### src/rtl/regfile_dump_seq_pkg.sv
// Shared encodings for the register file dump/clear sequencer.
package regfile_dump_seq_pkg;

  typedef enum logic [2:0] {
    S_IDLE  = 3'd0,
    S_CLEAR = 3'd1,
    S_RD    = 3'd2,
    S_CAP   = 3'd3,
    S_EMIT0 = 3'd4,
    S_EMIT1 = 3'd5,
    S_FIN   = 3'd6
  } state_t;

  localparam logic MODE_DUMP  = 1'b0;
  localparam logic MODE_CLEAR = 1'b1;

endpackage

### src/rtl/regfile_dump_seq.sv
// Drives the register file ports to either clear every entry or stream all
// entries out, two at a time, over a valid/ready interface.
//
// state   | meaning
// --------+-------------------------------------------------------------
// S_IDLE  | waiting for start; register file ports not in use
// S_CLEAR | writing CLEAR_VALUE to address clr_cnt, one per cycle
// S_RD    | presenting read addresses 2p / 2p+1
// S_CAP   | holding addresses; read data captured into buf0/buf1
// S_EMIT0 | offering buf0 (index 2p) to the sink
// S_EMIT1 | offering buf1 (index 2p+1) to the sink
// S_FIN   | one-cycle done pulse
module regfile_dump_seq
  import regfile_dump_seq_pkg::*;
#(
  parameter int                 WIDTH       = 32,
  parameter int                 DEPTH       = 32,
  parameter int                 AW          = 5,
  parameter logic [WIDTH-1:0]   CLEAR_VALUE = '0
) (
  input  logic             clk,
  input  logic             rst_n,
  input  logic             start,
  input  logic             mode,
  output logic             busy,
  output logic             done,
  output logic             rf_wr,
  output logic [AW-1:0]    rf_r1,
  output logic [AW-1:0]    rf_r2,
  output logic [AW-1:0]    rf_rw,
  output logic [WIDTH-1:0] rf_din,
  input  logic [WIDTH-1:0] rf_out1,
  input  logic [WIDTH-1:0] rf_out2,
  output logic [WIDTH-1:0] dout,
  output logic [AW-1:0]    dout_idx,
  output logic             dout_valid,
  input  logic             dout_ready
);

  localparam logic [AW-1:0] LAST_ADDR = AW'(DEPTH - 1);
  localparam logic [AW-2:0] LAST_P    = (AW-1)'(DEPTH / 2 - 1);

  state_t           state, state_nxt;
  logic [AW-1:0]    clr_cnt, clr_cnt_nxt;
  logic [AW-2:0]    p, p_nxt;
  logic [WIDTH-1:0] buf0, buf1;
  logic [AW-1:0]    rw_q;
  logic [WIDTH-1:0] din_q;
  logic [AW-1:0]    addr_even, addr_odd;

  assign addr_even = {p, 1'b0};
  assign addr_odd  = {p, 1'b1};

  always_ff @(posedge clk) begin
    if (!rst_n) begin
      state   <= S_IDLE;
      clr_cnt <= '0;
      p       <= '0;
      buf0    <= '0;
      buf1    <= '0;
      rw_q    <= '0;
      din_q   <= '0;
    end else begin
      state   <= state_nxt;
      clr_cnt <= clr_cnt_nxt;
      p       <= p_nxt;
      if (state == S_CAP) begin
        buf0 <= rf_out1;
        buf1 <= rf_out2;
      end
      // write address/data keep their last driven value once the clear ends
      if (state == S_CLEAR) begin
        rw_q  <= clr_cnt;
        din_q <= CLEAR_VALUE;
      end
    end
  end

  always_comb begin
    state_nxt   = state;
    clr_cnt_nxt = clr_cnt;
    p_nxt       = p;
    case (state)
      S_IDLE: begin
        if (start) begin
          if (mode == MODE_CLEAR) begin
            state_nxt   = S_CLEAR;
            clr_cnt_nxt = '0;
          end else begin
            state_nxt = S_RD;
            p_nxt     = '0;
          end
        end
      end
      S_CLEAR: begin
        clr_cnt_nxt = clr_cnt + 1'b1;
        if (clr_cnt == LAST_ADDR) state_nxt = S_FIN;
      end
      S_RD:    state_nxt = S_CAP;
      S_CAP:   state_nxt = S_EMIT0;
      S_EMIT0: if (dout_ready) state_nxt = S_EMIT1;
      S_EMIT1: begin
        if (dout_ready) begin
          if (p == LAST_P) begin
            state_nxt = S_FIN;
          end else begin
            p_nxt     = p + 1'b1;
            state_nxt = S_RD;
          end
        end
      end
      S_FIN:   state_nxt = S_IDLE;
      default: state_nxt = S_IDLE;
    endcase
  end

  always_comb begin
    busy       = (state != S_IDLE);
    done       = (state == S_FIN);
    rf_wr      = (state == S_CLEAR);
    rf_rw      = rf_wr ? clr_cnt : rw_q;
    rf_din     = rf_wr ? CLEAR_VALUE : din_q;
    rf_r1      = '0;
    rf_r2      = '0;
    dout       = '0;
    dout_idx   = '0;
    dout_valid = 1'b0;
    case (state)
      S_RD, S_CAP: begin
        rf_r1 = addr_even;
        rf_r2 = addr_odd;
      end
      S_EMIT0: begin
        dout_valid = 1'b1;
        dout       = buf0;
        dout_idx   = addr_even;
      end
      S_EMIT1: begin
        dout_valid = 1'b1;
        dout       = buf1;
        dout_idx   = addr_odd;
      end
      default: ;
    endcase
  end

endmodule
### config.mk
export PLATFORM = sky130hd
export DESIGN_NAME = regfile_dump_seq
export DESIGN_NICKNAME = d
export VERILOG_FILES = /design/src/rtl/regfile_dump_seq_pkg.sv /design/src/rtl/regfile_dump_seq.sv
export SDC_FILE = /design/constraint.sdc
export NUM_CORES = 1
export LEC_CHECK = 0
export BUFFER_PORTS_ARGS = -buffer_cell sky130_fd_sc_hd__buf_2
export CORE_MARGIN = 4
export CORE_UTILIZATION = 54
export CTS_BUF_LIST = sky130_fd_sc_hd__clkbuf_8 sky130_fd_sc_hd__clkbuf_16
export CTS_CLUSTER_SIZE = 30
export DETAILED_ROUTE_END_ITERATION = 7
export GPL_TIMING_DRIVEN = 1
export PLACE_DENSITY_LB_ADDON = 0.25
export SLEW_MARGIN = 15
export SYNTH_ARGS = -nofsm -noshare
export SYNTH_HDL_FRONTEND = slang
export SYNTH_SLANG_ARGS = --single-unit
### constraint.sdc
create_clock -name clk -period 2.9 [get_ports clk]
set_clock_uncertainty 0.1 [all_clocks]
set_input_delay 0.145 -clock clk [delete_from_list [all_inputs] [get_ports clk]]
set_output_delay 0.145 -clock clk [all_outputs]
set_load 0.01 [all_outputs]
==> Flow_metrics.wiki, run 1 <==
{| class="wikitable"
! Metric !! Value
|-
| Number of buffer and inverter instances along the worst setup path || 2
|-
| Total global routing track utilization || 0.262
|-
| Met1 Routed Length || 5190 um
|-
| Actual transition at the worst max-transition pin || 0.771 ns
|-
| Fin nets || 845
|-
| Maximum capacitance violations || 0
|-
| Hold path startpoint || rf_out1[9]
|-
| Number of antenna-violating nets in the routed design || 0
|-
| Die height || 102 um
|-
| Number of pins exceeding their max-slew limit in the final report || 0
|-
| Clock-pin slew reported for the worst setup and hold paths after clock tree synthesis || 0.06 ns
|-
| Core region area || 8680 sq um
|-
| Filler cell count in the final layout || 568
|-
| Met3 Routed Length || 891 um
|-
| Maximum clock rate || 396 MHz
|-
| Slowest stage cell, crit path || sky130_fd_sc_hd__or3b_1
|-
| Startpoint type of the worst setup path || flip-flop
|-
| Seq. cell area || 2260 sq um
|-
| Initial core utilization || 0.551
|-
| Number of setup violations in the final report || 0
|-
| Total met2 wirelength after detailed routing || 7060 um
|-
| Accumulated negative setup slack || 0 ns
|-
| Area of the multi-input gates || 2240 sq um
|-
| Pre-Repair DR Iteration Count || 5
|-
| Start of the worst register-to-register path || state[0]
|-
| Setup Fix Bufs, Post-CTS || 0
|-
| Final critical-path share of the clock period || 0.870
|-
| Number of placement rows || 34
|-
| Worst endpoint required time || 2.65 ns
|-
| Fraction of final layout cells sized beyond drive strength 1 || 0.266
|-
| Hold slack || 0.322 ns
|-
| Vias in the first global route || 4,587
|-
| CTS Hold Buffers Added || 68
|-
| Top flip-flop cell by instance count after synthesis || sky130_fd_sc_hd__dfxtp_1
|-
| Largest net degree at the start of global routing || 65
|-
| Leak pwr || 3.09 nW
|-
| Worst-case vdd ir drop || 0.430 mV
|-
| Cell count after synthesis || 570
|-
| Clock network latency to the later pin of the worst-skew pair || 0.51 ns
|-
| Sum of overflow across all layers after global routing || 0
|-
| Startpoint-to-endpoint class of the critical path || flip-flop to primary output
|-
| Final critical delay including setup and external delays || 2.52 ns
|-
| Worst-case headroom to the max-slew limit || 0.486
|-
| Register bit total from synthesis || 113
|-
| DR DRC count || 0
|-
| RSZ-0062 raised after global routing || no
|-
| Launching instance or port of the critical path || state[0]
|-
| Horizontal die dimension || 102 um
|-
| Cells resized by post-CTS repair || 0
|-
| Post-synth ARST share || 0
|-
| DR WL/cell || 15.0 um
|-
| Area growth, synth to finish || 42.7%
|-
| Dpl hpwl || 7610 um
|-
| Overall via count from detail_route || 4,681
|-
| I/O pin total || 157
|-
| Worst-path cell chain || or3b_1, buf_4, and2_1, buf_2
|-
| Synthesized Nets || 642
|-
| TritonCTS Buffers || 17
|-
| Initial antenna violation count || 0
|-
| Average vias per placed instance || 5.24
|-
| Clock buffer depth || 2
|-
| Cell depth of the worst setup path || 4
|-
| Post-synthesis cell type count || 42
|-
| Mapped cell area || 4780 sq um
|-
| Final Hold Viols || 0
|-
| Hold Path Class || input pin to flip-flop
|-
| Most used cells in the layout excluding fill and tap cells || sky130_fd_sc_hd__buf_2 (155), sky130_fd_sc_hd__nand2_1 (136), sky130_fd_sc_hd__dfxtp_1 (112)
|-
| Syn avg cell area || 8.39 sq um
|-
| Clock sink count || 113
|-
| Max Fanout on Critical Path || 49
|-
| DIE AREA || 10,400 sq um
|-
| Category of cells accounting for the largest share of critical-path delay || simple AND/OR/NAND/NOR gates
|-
| Routability cong. || 0.831
|-
| Top metal layer carrying routed signals || met4
|-
| Most common cell after layout, fill and taps aside || sky130_fd_sc_hd__buf_2
|-
| Port buffer count || 155
|-
| Max H-tree Level || 4
|-
| CP endpoint kind || primary output
|-
| Library cell used as clock root buffer || sky130_fd_sc_hd__clkbuf_8
|-
| Number of DRC markers after the initial detailed-route iteration || 210
|-
| Ys Warns || 0
|-
| Worst hold stages || 4
|-
| Count of flip-flops with a built-in enable after synthesis || 0
|-
| Routed WL || 13,400 um
|-
| Antenna Cells || 0
|-
| CTS tree || built
|-
| Result of the run || completed
|-
| Worst R2R Path Depth || 5
|-
| Pwr/cell area || 614 nW/um^2
|-
| Highest cell delay on the worst timing path || 0.66 ns
|-
| Wire length of the first global-routing pass || 21,500 um
|-
| Seq/Total Area, Yosys || 0.473
|-
| Worst Path Arrival || 2.28 ns
|}
==> sequential cells by signal (all words and copies together), names as in the netlist <==
name,count
buf0,32
buf1,32
clr_cnt,5
din_q,32
p,4
rw_q,5
state,3
==> worst reg2reg max path, stage by stage (launching register included) <==
cell                      delay, ns
sky130_fd_sc_hd__dfxtp_2       0.32
sky130_fd_sc_hd__buf_4         0.56
sky130_fd_sc_hd__and3b_2       0.35
sky130_fd_sc_hd__buf_12        0.25
sky130_fd_sc_hd__nand2_1       0.17
sky130_fd_sc_hd__a21oi_1       0.16
==> logic make-up (layout without fill, tap and decap cells) <==
family / Yosys count / after routing / share of synthesized area
flops: 113 / 113 / 0.473
fa+ha+maj: 3 / 3 / 0.00785
other cells: 1 / 1 / 0.000784
buf+inv: 55 / 270 / 0.0591
compound gates: 87 / 87 / 0.102
simple gates: 272 / 272 / 0.270
mux: 38 / 38 / 0.0850
xor+xnor: 1 / 1 / 0.00183
==> report_power, final <==
part	internal [mW]	switching (mW)	total (mW)
clock network	1.41	0.733	2.15
registers	1.59	0.0196	1.61
logic	0.193	0.242	0.436
total	3.19	0.995	4.19
==> metrics by stage <==
| step | area, sq um | utilization | power, mW | setup slack, ns | cells |
|---|---|---|---|---|---|
| global placement | 5530 | 0.637 | 1.98 | 0.978 | 794 |
| floorplan | 4780 | - | 1.90 | 1.27 | 570 |
| CTS | 6830 | 0.786 | 4.19 | 0.387 | 893 |
| global route | 6830 | 0.786 | 4.33 | 0.211 | 893 |
| detailed placement | 5530 | 0.637 | 1.99 | 0.944 | 794 |
| finish | 6830 | 0.786 | 4.19 | 0.377 | 893 |
==> final timing paths <==
check                    end  slack, ns
setup / recovery  rf_din[16]       0.38
hold / removal       buf0[9]       0.32
setup reg to reg     buf0[8]       0.91
hold reg to reg     buf0[14]       0.35
==> cell usage after synthesis, drive strengths merged, types with 3 or more instances <==
library cell,number,area [sq um]
and3,34,213
nand3,5,25.0
dfxtp,113,2260
nand4b,3,26.3
and2,45,282
buf,29,180
nor2,36,135
clkbuf,21,78.8
mux2i,32,320
o31ai,3,22.5
a21oi,70,350
mux2,6,86.3
nand2,136,510
inv,5,23.8
ha,3,37.5
==> per-layer routing <==
layer  GRT usage  vias to the layer above
li1            -                     2289
met1       0.300                     2185
met2       0.469                      181
met3      0.0703                       26
met4      0.0938                        0
met5           0                        -
==> cell type report <==
class,count,share of cell area
clock buffer,18,0.0627
multi-input combinational,402,0.328
clock inverter,13,0.0271
sequential,113,0.332
timing repair buffer,234,0.227
tap,108,0.0198
inverter,5,0.00348
Note: power is estimated with default switching activity, not from simulation.
==> run 2: changes to the inputs <==
- ABC_AREA: unset -> 1
- CORE_UTILIZATION: 54 -> 38
- GPL_TIMING_DRIVEN: 1 -> 0
==> Flow_metrics.wiki, run 2 <==
{| class="wikitable"
! Metric !! Value
|-
| Hold Path Class || input pin to flip-flop
|-
| Top cells by count, synth || sky130_fd_sc_hd__nor2_1 (178), sky130_fd_sc_hd__dfxtp_1 (113), sky130_fd_sc_hd__o21ai_0 (65), sky130_fd_sc_hd__nand2_1 (62), sky130_fd_sc_hd__inv_1 (58)
|-
| Hold slack || 0.0660 ns (-0.256 ns)
|-
| Die height || 118 um (+16%)
|-
| Clock buffer depth || 2 (unchanged)
|-
| Area of the multi-input gates || 1890 sq um (-15%)
|-
| Seq/Total Area, Yosys || 0.490 (+0.0172)
|-
| CTS tree || built
|-
| Fraction of final layout cells sized beyond drive strength 1 || 0.257 (-0.00959)
|-
| Cells resized by post-CTS repair || 0 (unchanged)
|-
| Routability cong. || 0.886 (+6.7%)
|-
| Post-synthesis cell type count || 26 (-38%)
|-
| Routed WL || 14,300 um (+6.9%)
|-
| Worst-case vdd ir drop || 0.376 mV (-13%)
|-
| Average vias per placed instance || 4.98 (-5.0%)
|-
| DR WL/cell || 14.2 um (-5.4%)
|-
| Port buffer count || 155 (unchanged)
|-
| RSZ-0062 raised after global routing || no
|-
| Final critical delay including setup and external delays || 2.23 ns (-0.291 ns)
|-
| Filler cell count in the final layout || 1,068 (+88%)
|-
| Count of flip-flops with a built-in enable after synthesis || 0 (unchanged)
|-
| Accumulated negative setup slack || 0 ns (unchanged)
|-
| Maximum clock rate || 448 MHz (+13%)
|-
| Sum of overflow across all layers after global routing || 0 (unchanged)
|-
| Mapped cell area || 4610 sq um (-3.5%)
|-
| Most used cells in the layout excluding fill and tap cells || sky130_fd_sc_hd__nor2_1 (178), sky130_fd_sc_hd__buf_2 (173), sky130_fd_sc_hd__dfxtp_1 (113)
|-
| Most frequently used cell type in the post-synthesis netlist || sky130_fd_sc_hd__nor2_1
|-
| Seq. cell area || 2260 sq um (about the same)
|-
| Result of the run || completed
|-
| Vias in the first global route || 4,892 (+6.6%)
|-
| Initial core utilization || 0.396 (-0.155)
|-
| Clock sink count || 113 (unchanged)
|-
| DR DRC count || 0 (unchanged)
|-
| Number of placement rows || 39 (+15%)
|-
| Initial antenna violation count || 1 (+1)
|-
| Biggest registers after layout || buf0 (32), buf1 (32), din_q (32)
|-
| Fin nets || 924 (+9.3%)
|-
| Pwr/cell area || 707 nW/um^2 (+15%)
|-
| Core region area || 11,700 sq um (+34%)
|-
| Maximum capacitance violations || 0 (unchanged)
|-
| Number of antenna-violating nets in the routed design || 0 (unchanged)
|-
| Clock network latency to the later pin of the worst-skew pair || 0.40 ns (-0.11 ns)
|-
| Startpoint type of the worst setup path || flip-flop
|-
| Worst Path Arrival || 1.99 ns (-0.29 ns)
|-
| Max H-tree Level || 4 (unchanged)
|-
| Register bit total from synthesis || 113 (unchanged)
|-
| Actual transition at the worst max-transition pin || 0.542 ns (-0.229 ns)
|-
| Wire length of the first global-routing pass || 23,000 um (+7.1%)
|-
| CP endpoint kind || primary output
|-
| Syn avg cell area || 7.52 sq um (-10%)
|-
| Met1 track demand over resource || 0.236 (-0.0641)
|-
| Post-synth ARST share || 0 (unchanged)
|-
| Number of DRC markers after the initial detailed-route iteration || 270 (+29%)
|-
| DIE AREA || 14,000 sq um (+34%)
|-
| Horizontal die dimension || 118 um (+16%)
|-
| Number of pins exceeding their max-slew limit in the final report || 0 (unchanged)
|-
| Leak pwr || 3.57 nW (+16%)
|-
| Overall via count from detail_route || 5,024 (+7.3%)
|-
| Worst-case headroom to the max-slew limit || 0.639 (+0.153)
|-
| Worst endpoint required time || 2.65 ns (about the same)
|-
| TritonCTS Buffers || 17 (unchanged)
|-
| Most common cell after layout, fill and taps aside || sky130_fd_sc_hd__nor2_1
|-
| Clock-pin slew reported for the worst setup and hold paths after clock tree synthesis || 0.05 ns (about the same)
|-
| Library cell used as clock root buffer || sky130_fd_sc_hd__clkbuf_16
|-
| Most used routing layer in global routing || met2
|-
| Startpoint-to-endpoint class of the critical path || flip-flop to primary output
|-
| Largest net degree at the start of global routing || 17 (-74%)
|-
| Number of setup violations in the final report || 0 (unchanged)
|-
| Ys Warns || 0 (unchanged)
|-
| Top flip-flop cell by instance count after synthesis || sky130_fd_sc_hd__dfxtp_1
|-
| Synthesized Nets || 686 (+6.9%)
|-
| Dpl hpwl || 9880 um (+30%)
|-
| Final Hold Viols || 0 (unchanged)
|-
| Global routing usage on met2 || 0.338 (-0.131)
|-
| GR Util met3 || 0.0635 (-0.00679)
|-
| Most area-consuming cells after synthesis || sky130_fd_sc_hd__dfxtp_1 (49%), sky130_fd_sc_hd__nor2_1 (14%), sky130_fd_sc_hd__o21ai_0 (7.0%)
|-
| Final critical-path share of the clock period || 0.770 (-0.100)
|-
| Pre-Repair DR Iteration Count || 5 (unchanged)
|-
| I/O pin total || 157 (unchanged)
|-
| Max Fanout on Critical Path || 10 (-80%)
|-
| Total global routing track utilization || 0.202 (-0.0598)
|-
| Area growth, synth to finish || 46.4%
|-
| Area share of the largest cell type after synthesis || 0.490 (+0.0172)
|-
| Area leader, netlist || sky130_fd_sc_hd__dfxtp_1
|-
| Cell count after synthesis || 614 (+7.7%)
|}
[run 2: stage by stage]
| stage | power, mW | std cells | instance area (sq um) | utilization | setup slack (ns) |
|---|---|---|---|---|---|
| floorplan | 2.50 | 614 | 4610 | - | 1.19 |
| global placement | 2.82 | 912 | 5570 | 0.478 | 1.09 |
| detailed placement | 2.86 | 912 | 5570 | 0.478 | 1.06 |
| CTS | 4.82 | 1008 | 6750 | 0.579 | 0.623 |
| global route | 5.05 | 1009 | 6760 | 0.579 | 0.494 |
| finish | 4.78 | 1009 | 6760 | 0.579 | 0.668 |
[run 2: path summary, 6_finish.rpt]
| path | start | endpoint | slack, ns | depth (start not counted) |
|---|---|---|---|---|
| worst max-delay path | state[2] | rf_r2[3] | 0.67 | 11 |
| worst min-delay path | mode | state[1] | 0.07 | 4 |
| worst max register to register | state[2] | buf0[15] | 1.24 | 9 |
| worst min register to register | din_q[7] | din_q[7] | 0.35 | 2 |
[run 2: kinds of logic (layout without fill, tap and decap cells)]
family                   Yosys count  after routing  share of synthesized area
AND/OR/NAND/NOR                  270            270                      0.233
AO/OA/AOI/OAI                    120            120                      0.168
flip-flops                       113            113                      0.490
buffers and inverters            107            358                     0.0998
adder cells (fa/ha/maj)            3              3                    0.00814
other                              1              2                   0.000813
[run 2: routing by layer]
layer | wire length (um) | vias up
met5 | 0 | -
met4 | 416 | 0
met3 | 1020 | 39
met2 | 6850 | 195
met1 | 6010 | 2329
li1 | - | 2461
[run 2: area by class of cell]
| class | count | area share |
|---|---|---|
| Inverter | 61 | 0.0339 |
| Antenna cell | 1 | 0.000370 |
| Tap cell | 143 | 0.0265 |
| Buffer | 46 | 0.0343 |
| Timing Repair Buffer | 219 | 0.210 |
| Clock inverter | 12 | 0.0115 |
| Clock buffer | 20 | 0.0691 |
| Multi-Input combinational cell | 394 | 0.280 |
| Sequential cell | 113 | 0.335 |
[run 2: worst max-delay path, cell delays in order, from the launching register on]
cell                      delay, ns
sky130_fd_sc_hd__dfxtp_1       0.30
sky130_fd_sc_hd__buf_6         0.14
sky130_fd_sc_hd__inv_2         0.13
sky130_fd_sc_hd__nand2_1       0.09
sky130_fd_sc_hd__nor2_2        0.11
sky130_fd_sc_hd__inv_1         0.06
sky130_fd_sc_hd__buf_2         0.19
sky130_fd_sc_hd__nand2_1       0.12
sky130_fd_sc_hd__inv_1         0.08
sky130_fd_sc_hd__nor2_1        0.13
sky130_fd_sc_hd__buf_4         0.12
sky130_fd_sc_hd__buf_2         0.11
[run 2: where the power goes]
part,switching [mW],internal (mW)
Clock,0.659,1.22
Sequential,0.0848,1.72
Combinational,0.707,0.397
Total,1.45,3.33
[run 2: what timing repair did]
| action | 4_1_cts | 5_1_grt |
|---|---|---|
| hold buffers | 64 | 0 |
| endpoints found under the setup margin | 0 | 0 |
| setup buffers | 0 | 0 |
| hold endpoints to repair | 64 | 0 |
